--- src/rtl/exc_pkg.sv ---
// ----------------------------------------------------------------------------
// exc_pkg
// Shared definitions for the MEM-stage exception controller:
//   - MIPS ExcCode values driven to CP0
//   - bit positions inside the mem_exc flag vector
//   - controller FSM state encoding
// ----------------------------------------------------------------------------
package exc_pkg;

  // ExcCode values written to CP0 CAUSE.ExcCode
  localparam logic [4:0] EXC_INT  = 5'd0;
  localparam logic [4:0] EXC_ADEL = 5'd4;
  localparam logic [4:0] EXC_ADES = 5'd5;
  localparam logic [4:0] EXC_SYS  = 5'd8;
  localparam logic [4:0] EXC_BP   = 5'd9;
  localparam logic [4:0] EXC_RI   = 5'd10;
  localparam logic [4:0] EXC_OV   = 5'd12;

  // mem_exc flag positions
  localparam int MEM_EXC_W        = 7;
  localparam int EXC_BIT_ADEL_IF  = 0;
  localparam int EXC_BIT_RI       = 1;
  localparam int EXC_BIT_OV       = 2;
  localparam int EXC_BIT_SYS      = 3;
  localparam int EXC_BIT_BP       = 4;
  localparam int EXC_BIT_ADEL_D   = 5;
  localparam int EXC_BIT_ADES     = 6;

  // Controller state: IDLE evaluates commits, FLUSH drains wrong-path work
  typedef enum logic {
    IDLE  = 1'b0,
    FLUSH = 1'b1
  } exc_state_e;

endpackage

--- src/rtl/exc_prio_enc.sv ---
// ----------------------------------------------------------------------------
// exc_prio_enc
// Combinational priority encoder for the committing instruction's causes.
// Order, highest first: Int, AdEL-fetch, RI, Ov, Sys, Bp, AdEL-data, AdES.
// Ports:
//   int_take    in   interrupt accepted this cycle (already commit-gated)
//   mem_exc     in   per-cause flags of the MEM instruction
//   mem_pc      in   PC of the MEM instruction (BadVAddr for fetch faults)
//   mem_ls_addr in   load/store address (BadVAddr for data faults)
//   code        out  ExcCode of the winning cause
//   badvaddr    out  faulting address, 0 for causes without one
//   any         out  at least one cause present
// ----------------------------------------------------------------------------
module exc_prio_enc
  import exc_pkg::*;
(
  input  logic                 int_take,
  input  logic [MEM_EXC_W-1:0] mem_exc,
  input  logic [31:0]          mem_pc,
  input  logic [31:0]          mem_ls_addr,
  output logic [4:0]           code,
  output logic [31:0]          badvaddr,
  output logic                 any
);

  always_comb begin
    code     = EXC_INT;
    badvaddr = '0;
    any      = int_take | (|mem_exc);
    if (int_take) begin
      code = EXC_INT;
    end else if (mem_exc[EXC_BIT_ADEL_IF]) begin
      code     = EXC_ADEL;
      badvaddr = mem_pc;
    end else if (mem_exc[EXC_BIT_RI]) begin
      code = EXC_RI;
    end else if (mem_exc[EXC_BIT_OV]) begin
      code = EXC_OV;
    end else if (mem_exc[EXC_BIT_SYS]) begin
      code = EXC_SYS;
    end else if (mem_exc[EXC_BIT_BP]) begin
      code = EXC_BP;
    end else if (mem_exc[EXC_BIT_ADEL_D]) begin
      code     = EXC_ADEL;
      badvaddr = mem_ls_addr;
    end else if (mem_exc[EXC_BIT_ADES]) begin
      code     = EXC_ADES;
      badvaddr = mem_ls_addr;
    end
  end

endmodule

--- src/rtl/exc_ctrl.sv ---
// ----------------------------------------------------------------------------
// exc_ctrl
// MEM-stage initiator of the CP0 exception / ERET interface. Prioritises the
// committing instruction's exception flags against the CP0 interrupt request,
// pulses CP0, kills the committing instruction, flushes IF/ID/EX and
// redirects the PC.
//
// Optional build macro: EXC_STATS_EN
//   defined   -> exc_count counts exception pulses (saturating)
//   undefined -> exc_count is tied to 0
//
// Ports:
//   clk, rstn                 clock, asynchronous active-low reset
//   mem_valid/mem_stall       MEM holds a real instruction / is stalled
//   mem_pc/mem_bd             PC and delay-slot flag of the MEM instruction
//   mem_exc/mem_ls_addr       exception flags and load/store address
//   mem_eret                  MEM instruction is ERET
//   cp0_interrupt/cp0_exl     pending interrupt and STATUS.EXL
//   cp0_return_addr           EPC used as ERET target
//   mem_kill                  combinational: suppress MEM/WB side effects
//   exception/eret            registered 1-cycle pulses to CP0
//   exc_code/epc/bd/badvaddr  exception payload, valid with exception
//   flush                     flush IF/ID/EX
//   redirect_valid/pc         1-cycle PC load and its target
//   exc_count                 taken-exception counter
//   state_dbg                 current controller state
//
// Handshake: there is no back-pressure. A commit happens in any cycle where
// mem_valid=1, mem_stall=0 and the controller is IDLE; the resulting pulses
// appear exactly one cycle later and each lasts exactly one cycle.
// ----------------------------------------------------------------------------
module exc_ctrl
  import exc_pkg::*;
#(
  parameter logic [31:0] EXC_VECTOR   = 32'hBFC00380,
  parameter int          FLUSH_CYCLES = 2
) (
  input  logic                 clk,
  input  logic                 rstn,
  input  logic                 mem_valid,
  input  logic                 mem_stall,
  input  logic [31:0]          mem_pc,
  input  logic                 mem_bd,
  input  logic [MEM_EXC_W-1:0] mem_exc,
  input  logic [31:0]          mem_ls_addr,
  input  logic                 mem_eret,
  input  logic                 cp0_interrupt,
  input  logic                 cp0_exl,
  input  logic [31:0]          cp0_return_addr,
  output logic                 mem_kill,
  output logic                 exception,
  output logic                 eret,
  output logic [4:0]           exc_code,
  output logic [31:0]          exc_epc,
  output logic                 exc_bd,
  output logic [31:0]          exc_badvaddr,
  output logic                 flush,
  output logic                 redirect_valid,
  output logic [31:0]          redirect_pc,
  output logic [31:0]          exc_count,
  output exc_state_e           state_dbg
);

  localparam logic [2:0] FLUSH_LOAD = 3'(FLUSH_CYCLES);

  exc_state_e  state_q, state_d;
  logic [2:0]  cnt_q, cnt_d;
  logic        exception_q, exception_d;
  logic        eret_q, eret_d;
  logic [4:0]  exc_code_q, exc_code_d;
  logic [31:0] exc_epc_q, exc_epc_d;
  logic        exc_bd_q, exc_bd_d;
  logic [31:0] exc_badvaddr_q, exc_badvaddr_d;
  logic        flush_q, flush_d;
  logic        redirect_valid_q, redirect_valid_d;
  logic [31:0] redirect_pc_q, redirect_pc_d;

  logic        commit, int_take, exc_take, ret_take;
  logic [4:0]  enc_code;
  logic [31:0] enc_badvaddr;
  logic        enc_any;

  // MEM contents are only trusted while IDLE; in FLUSH they are wrong-path.
  always_comb begin
    commit   = mem_valid & ~mem_stall & (state_q == IDLE);
    int_take = commit & cp0_interrupt & ~cp0_exl;
  end

  exc_prio_enc u_prio (
    .int_take    (int_take),
    .mem_exc     (mem_exc),
    .mem_pc      (mem_pc),
    .mem_ls_addr (mem_ls_addr),
    .code        (enc_code),
    .badvaddr    (enc_badvaddr),
    .any         (enc_any)
  );

  always_comb begin
    exc_take = commit & enc_any;
    // An exception on the same instruction pre-empts the ERET.
    ret_take = commit & mem_eret & ~exc_take;
    mem_kill = exc_take;
  end

  always_comb begin
    state_d          = state_q;
    cnt_d            = cnt_q;
    flush_d          = flush_q;
    exception_d      = exc_take;
    eret_d           = ret_take;
    redirect_valid_d = exc_take | ret_take;
    redirect_pc_d    = '0;
    exc_code_d       = '0;
    exc_epc_d        = '0;
    exc_bd_d         = 1'b0;
    exc_badvaddr_d   = '0;

    if (exc_take) begin
      exc_code_d     = enc_code;
      exc_epc_d      = mem_bd ? (mem_pc - 32'd4) : mem_pc;
      exc_bd_d       = mem_bd;
      exc_badvaddr_d = enc_badvaddr;
      redirect_pc_d  = EXC_VECTOR;
    end else if (ret_take) begin
      redirect_pc_d  = cp0_return_addr;
    end

    case (state_q)
      IDLE: begin
        if (exc_take | ret_take) begin
          state_d = FLUSH;
          cnt_d   = FLUSH_LOAD;
          flush_d = 1'b1;
        end
      end
      FLUSH: begin
        // Leave FLUSH on the edge where the counter hits zero, so flush is
        // high for exactly FLUSH_CYCLES cycles.
        if (cnt_q <= 3'd1) begin
          state_d = IDLE;
          cnt_d   = 3'd0;
          flush_d = 1'b0;
        end else begin
          cnt_d   = cnt_q - 3'd1;
          flush_d = 1'b1;
        end
      end
      default: begin
        state_d = IDLE;
        cnt_d   = 3'd0;
        flush_d = 1'b0;
      end
    endcase
  end

  always_ff @(posedge clk or negedge rstn) begin
    if (!rstn) begin
      state_q          <= IDLE;
      cnt_q            <= 3'd0;
      exception_q      <= 1'b0;
      eret_q           <= 1'b0;
      exc_code_q       <= '0;
      exc_epc_q        <= '0;
      exc_bd_q         <= 1'b0;
      exc_badvaddr_q   <= '0;
      flush_q          <= 1'b0;
      redirect_valid_q <= 1'b0;
      redirect_pc_q    <= '0;
    end else begin
      state_q          <= state_d;
      cnt_q            <= cnt_d;
      exception_q      <= exception_d;
      eret_q           <= eret_d;
      exc_code_q       <= exc_code_d;
      exc_epc_q        <= exc_epc_d;
      exc_bd_q         <= exc_bd_d;
      exc_badvaddr_q   <= exc_badvaddr_d;
      flush_q          <= flush_d;
      redirect_valid_q <= redirect_valid_d;
      redirect_pc_q    <= redirect_pc_d;
    end
  end

  assign exception      = exception_q;
  assign eret           = eret_q;
  assign exc_code       = exc_code_q;
  assign exc_epc        = exc_epc_q;
  assign exc_bd         = exc_bd_q;
  assign exc_badvaddr   = exc_badvaddr_q;
  assign flush          = flush_q;
  assign redirect_valid = redirect_valid_q;
  assign redirect_pc    = redirect_pc_q;
  assign state_dbg      = state_q;

`ifdef EXC_STATS_EN
  logic [31:0] exc_count_q, exc_count_d;

  // Counted on the take, so the new value is visible alongside the pulse.
  always_comb begin
    exc_count_d = exc_count_q;
    if (exc_take && (exc_count_q != 32'hFFFF_FFFF)) begin
      exc_count_d = exc_count_q + 32'd1;
    end
  end

  always_ff @(posedge clk or negedge rstn) begin
    if (!rstn) begin
      exc_count_q <= '0;
    end else begin
      exc_count_q <= exc_count_d;
    end
  end

  assign exc_count = exc_count_q;
`else
  assign exc_count = '0;
`endif

endmodule

--- config.mk ---
export PLATFORM = sky130hd
export DESIGN_NAME = exc_ctrl
export DESIGN_NICKNAME = d
export VERILOG_FILES = /design/src/rtl/exc_pkg.sv /design/src/rtl/exc_prio_enc.sv /design/src/rtl/exc_ctrl.sv
export SDC_FILE = /design/constraint.sdc
export NUM_CORES = 1
export LEC_CHECK = 0
export ABC_AREA = 1
export ABC_CLOCK_PERIOD_IN_PS = 4500
export CORE_MARGIN = 2
export CORE_UTILIZATION = 40
export DETAILED_ROUTE_END_ITERATION = 8
export GPL_TIMING_DRIVEN = 0
export PLACE_DENSITY = 0.87
export SLEW_MARGIN = 10
export SYNTH_ARGS = -nofsm -noshare
export SYNTH_HDL_FRONTEND = slang
export SYNTH_HIERARCHICAL = 1
export SYNTH_SLANG_ARGS = --single-unit
--- constraint.sdc ---
create_clock -name clk -period 4.5 [get_ports clk]
set_clock_uncertainty 0.05 [all_clocks]
set_input_delay 0.9 -clock clk [delete_from_list [all_inputs] [get_ports clk]]
set_output_delay 0.9 -clock clk [all_outputs]
set_load 0.005 [all_outputs]
==> qor.yml <==
hold_buffers: 0
p_comb_frac: 0.233
fp.dieH_um: 122
postCtsSetupRepairBufs: 0
grtUsageMet2: 0.400
ys_top_cells_by_count: "133 x nor2_1, 127 x nand2_1, 110 x dfrtp_1"
ys_types: 30
wirelength_um: 17000
num_rows: 43
maxSlewViolCount: 0
place_congestion: 0.882
synth_top_area_cell: "dfrtp_1"
globalRouteMet1Util: 0.271
dr.pass1.iters: 4
wire_per_inst_um: 14.7
maxCapViolCount: 0
area_growth_pct: 52.2
dieArea_um2: 14800
final_layout_size_suffix_gt1_frac: 0.116
clkLatencyLatePin_ps: 350
clock_sink_count: 110
drt_first_iter_violations: 446
synth-seq-cells: 110
switching_share: 0.266
pwr-share-clk: 0.352
rsz0062_at_grt: "false"
syn_area_per_cell_um2: 7.84
numCtsBuffers: 9
postSynthCellCount: 708
io_pins: 251
post-place-ws_ps: 217
initial_core_util: 0.405
post-route-period-util: 0.947
p_sw_uw: 710
p_leak_nw: 4.14
tightest_slew_ps: 542
setup_ws_ps: 236
ys_seq_area_frac: 0.496
status: "completed"
clk_pin_slew_worst_paths_ps: 70
worstHoldPathType: "input port to async pin"
synthTopCellsByArea: "dfrtp_1 50%, nor2_1 9.0%, nand2_1 8.6%, inv_1 7.2%, buf_4 5.3%"
clockRootBuffer: "clkbuf_16"
n_antenna_cell: 0
p_per_area_nw_per_um2: 316
detail-route-antenna-nets: 0
path_max_fanout: 11
syn_area_um2: 5550
path_class: "input port to primary output"
core_region_area_um2: 13700
grt_start_max_net_pins: 74
setup_viol: 0
async_flop_share: 1.00
grt.total_usage: 0.230
relSlewSlack: 0.639
finalPower_mw: 2.67
vias: 5322
via_per_inst: 4.62
grt_overflow: 0
postCtsResizedCells: 0
htreeDepth: 3
post-synth-top-area-fraction: 0.496
max_freq_ghz: 0.235
endpoint_kind: "primary output"
grt_pass1_vias: 5154
nNetsFinal: 1082
yosysMostFrequentCell: "nor2_1"
numPortBuffers: 217
finalHoldViolations: 0
drc: 0
busiest_layer: "met2"
place_area_um2: 8100
synthFlopType: "dfrtp_1"
required_ps: 3550
final_util: 0.616
cts_tree: "done"
crit_arrival_ps: 3310
dp_hpwl_um: 13300
fillerInstances: 1138
die_w_um: 122
p_int_mw: 1.96
synth-edff-count: 0
grt_pass1_wl_um: 26000
cts_buffer_depth: 2
min_period_ps: 4260
postLayoutCellArea_um2: 8450
start_kind: "input port"
ys_warn_count: 6
ir_worst_vdd_uv: 207
gr-usage-met3: 0.0669
antenna_found_initial: 0
p_seq_frac: 0.415
-- power groups by stage --
stage	combinational [mW]	sequential, mW	clock [mW]
2_1_floorplan	0.255	1.13	0
3_3_place_gp	0.606	1.13	0
3_5_place_dp	0.620	1.13	0
4_1_cts	0.624	1.11	0.946
5_1_grt	0.687	1.12	0.998
6_report	0.621	1.11	0.938
-- layout make-up --
class	instances	area [µm²]	area share
clock buffer	10	239	0.0283
timing repair buffer	218	2200	0.260
buffer	58	403	0.0477
multi-input combinational	457	2090	0.247
inverter	114	428	0.0506
sequential	110	2750	0.326
clock inverter	6	115	0.0136
tap	180	225	0.0267
-- cells by family (layout without fill, tap and decap cells) --
| group | after synthesis | count (layout) | synth area share |
|---|---|---|---|
| buffers and inverters | 172 | 406 | 0.150 |
| adder cells (fa/ha/maj) | 3 | 3 | 0.00676 |
| other | 2 | 33 | 0.00135 |
| flip-flops | 110 | 110 | 0.496 |
| AND/OR/NAND/NOR | 352 | 352 | 0.281 |
| XOR/XNOR | 3 | 3 | 0.00473 |
| AO/OA/AOI/OAI | 66 | 66 | 0.0613 |
-- worst max-delay path, stage by stage --
cell and delay [ps]:
clkdlybuf4s50_1 390, nor2_1 110, nand2_2 90, inv_2 60, nand2_1 50, nor2_1 100, buf_2 190, inv_1 80
nand4_1 110, inv_1 90, nor2_4 240, buf_2 320, clkdlybuf4s50_1 560
-- sequential cells by signal, summed over array words and instances, names as in the netlist --
register,count
exc_code,5
flush,1
redirect_pc,32
eret,1
exc_bd,1
exception,1
exc_badvaddr,32
redirect_valid,1
cnt_q,3
exc_epc,32
state_dbg,1
-- placed cells by master (no fill, tap or decap), types with 2 or more instances in the layout --
master | synthesis | layout
nor2_2 | 14 | 14
o21a_1 | 3 | 3
nor3_1 | 4 | 4
dfrtp_1 | 110 | 110
o21ai_0 | 12 | 12
xnor2_1 | 2 | 2
a21oi_1 | 47 | 47
nand2_1 | 127 | 127
buf_6 | 3 | 4
nor2_4 | 7 | 7
inv_6 | 0 | 2
ha_1 | 3 | 3
nand3_2 | 2 | 2
clkdlybuf4s50_1 | 0 | 216
bufinv_16 | 0 | 3
clkbuf_16 | 0 | 9
clkbuf_1 | 3 | 3
buf_2 | 13 | 13
inv_2 | 7 | 7
nand3_1 | 42 | 42
buf_4 | 39 | 39
nand4_1 | 10 | 10
o21ai_1 | 2 | 2
inv_1 | 107 | 107
conb_1 | 2 | 33
nand2_2 | 8 | 8
nor2_1 | 133 | 133
and3_1 | 2 | 2
-- path summary, 6_finish.rpt --
kind	start	to	slack, ps	cells after the start
setup reg to reg	state_dbg	exc_epc[25]	2170	13
min in group clk	cnt_q[1]	cnt_q[1]	480	1
hold reg to reg	cnt_q[1]	cnt_q[1]	480	1
setup / recovery	mem_stall	mem_kill	240	13
max in group asynchronous	rstn	exc_badvaddr[27]	3330	2
hold / removal	rstn	exc_code[4]	380	1
-- routing by layer --
metal  vias up  share of wire  routed length (µm)
met1      2406           0.39                6590
met5         -              0                   0
met2       283           0.49                8340
li1       2597              -                   -
met4         0          0.024                 415
met3        36          0.097                1650
-- stage by stage --
step	TNS [ps]	cells	hold slack [ps]
finish	0	1153	378
global route	0	1153	401
CTS	0	1153	397
detailed placement	0	1137	471
global placement	-185670	1136	438
floorplan	0	739	436
(Power assumes the default switching activity.)
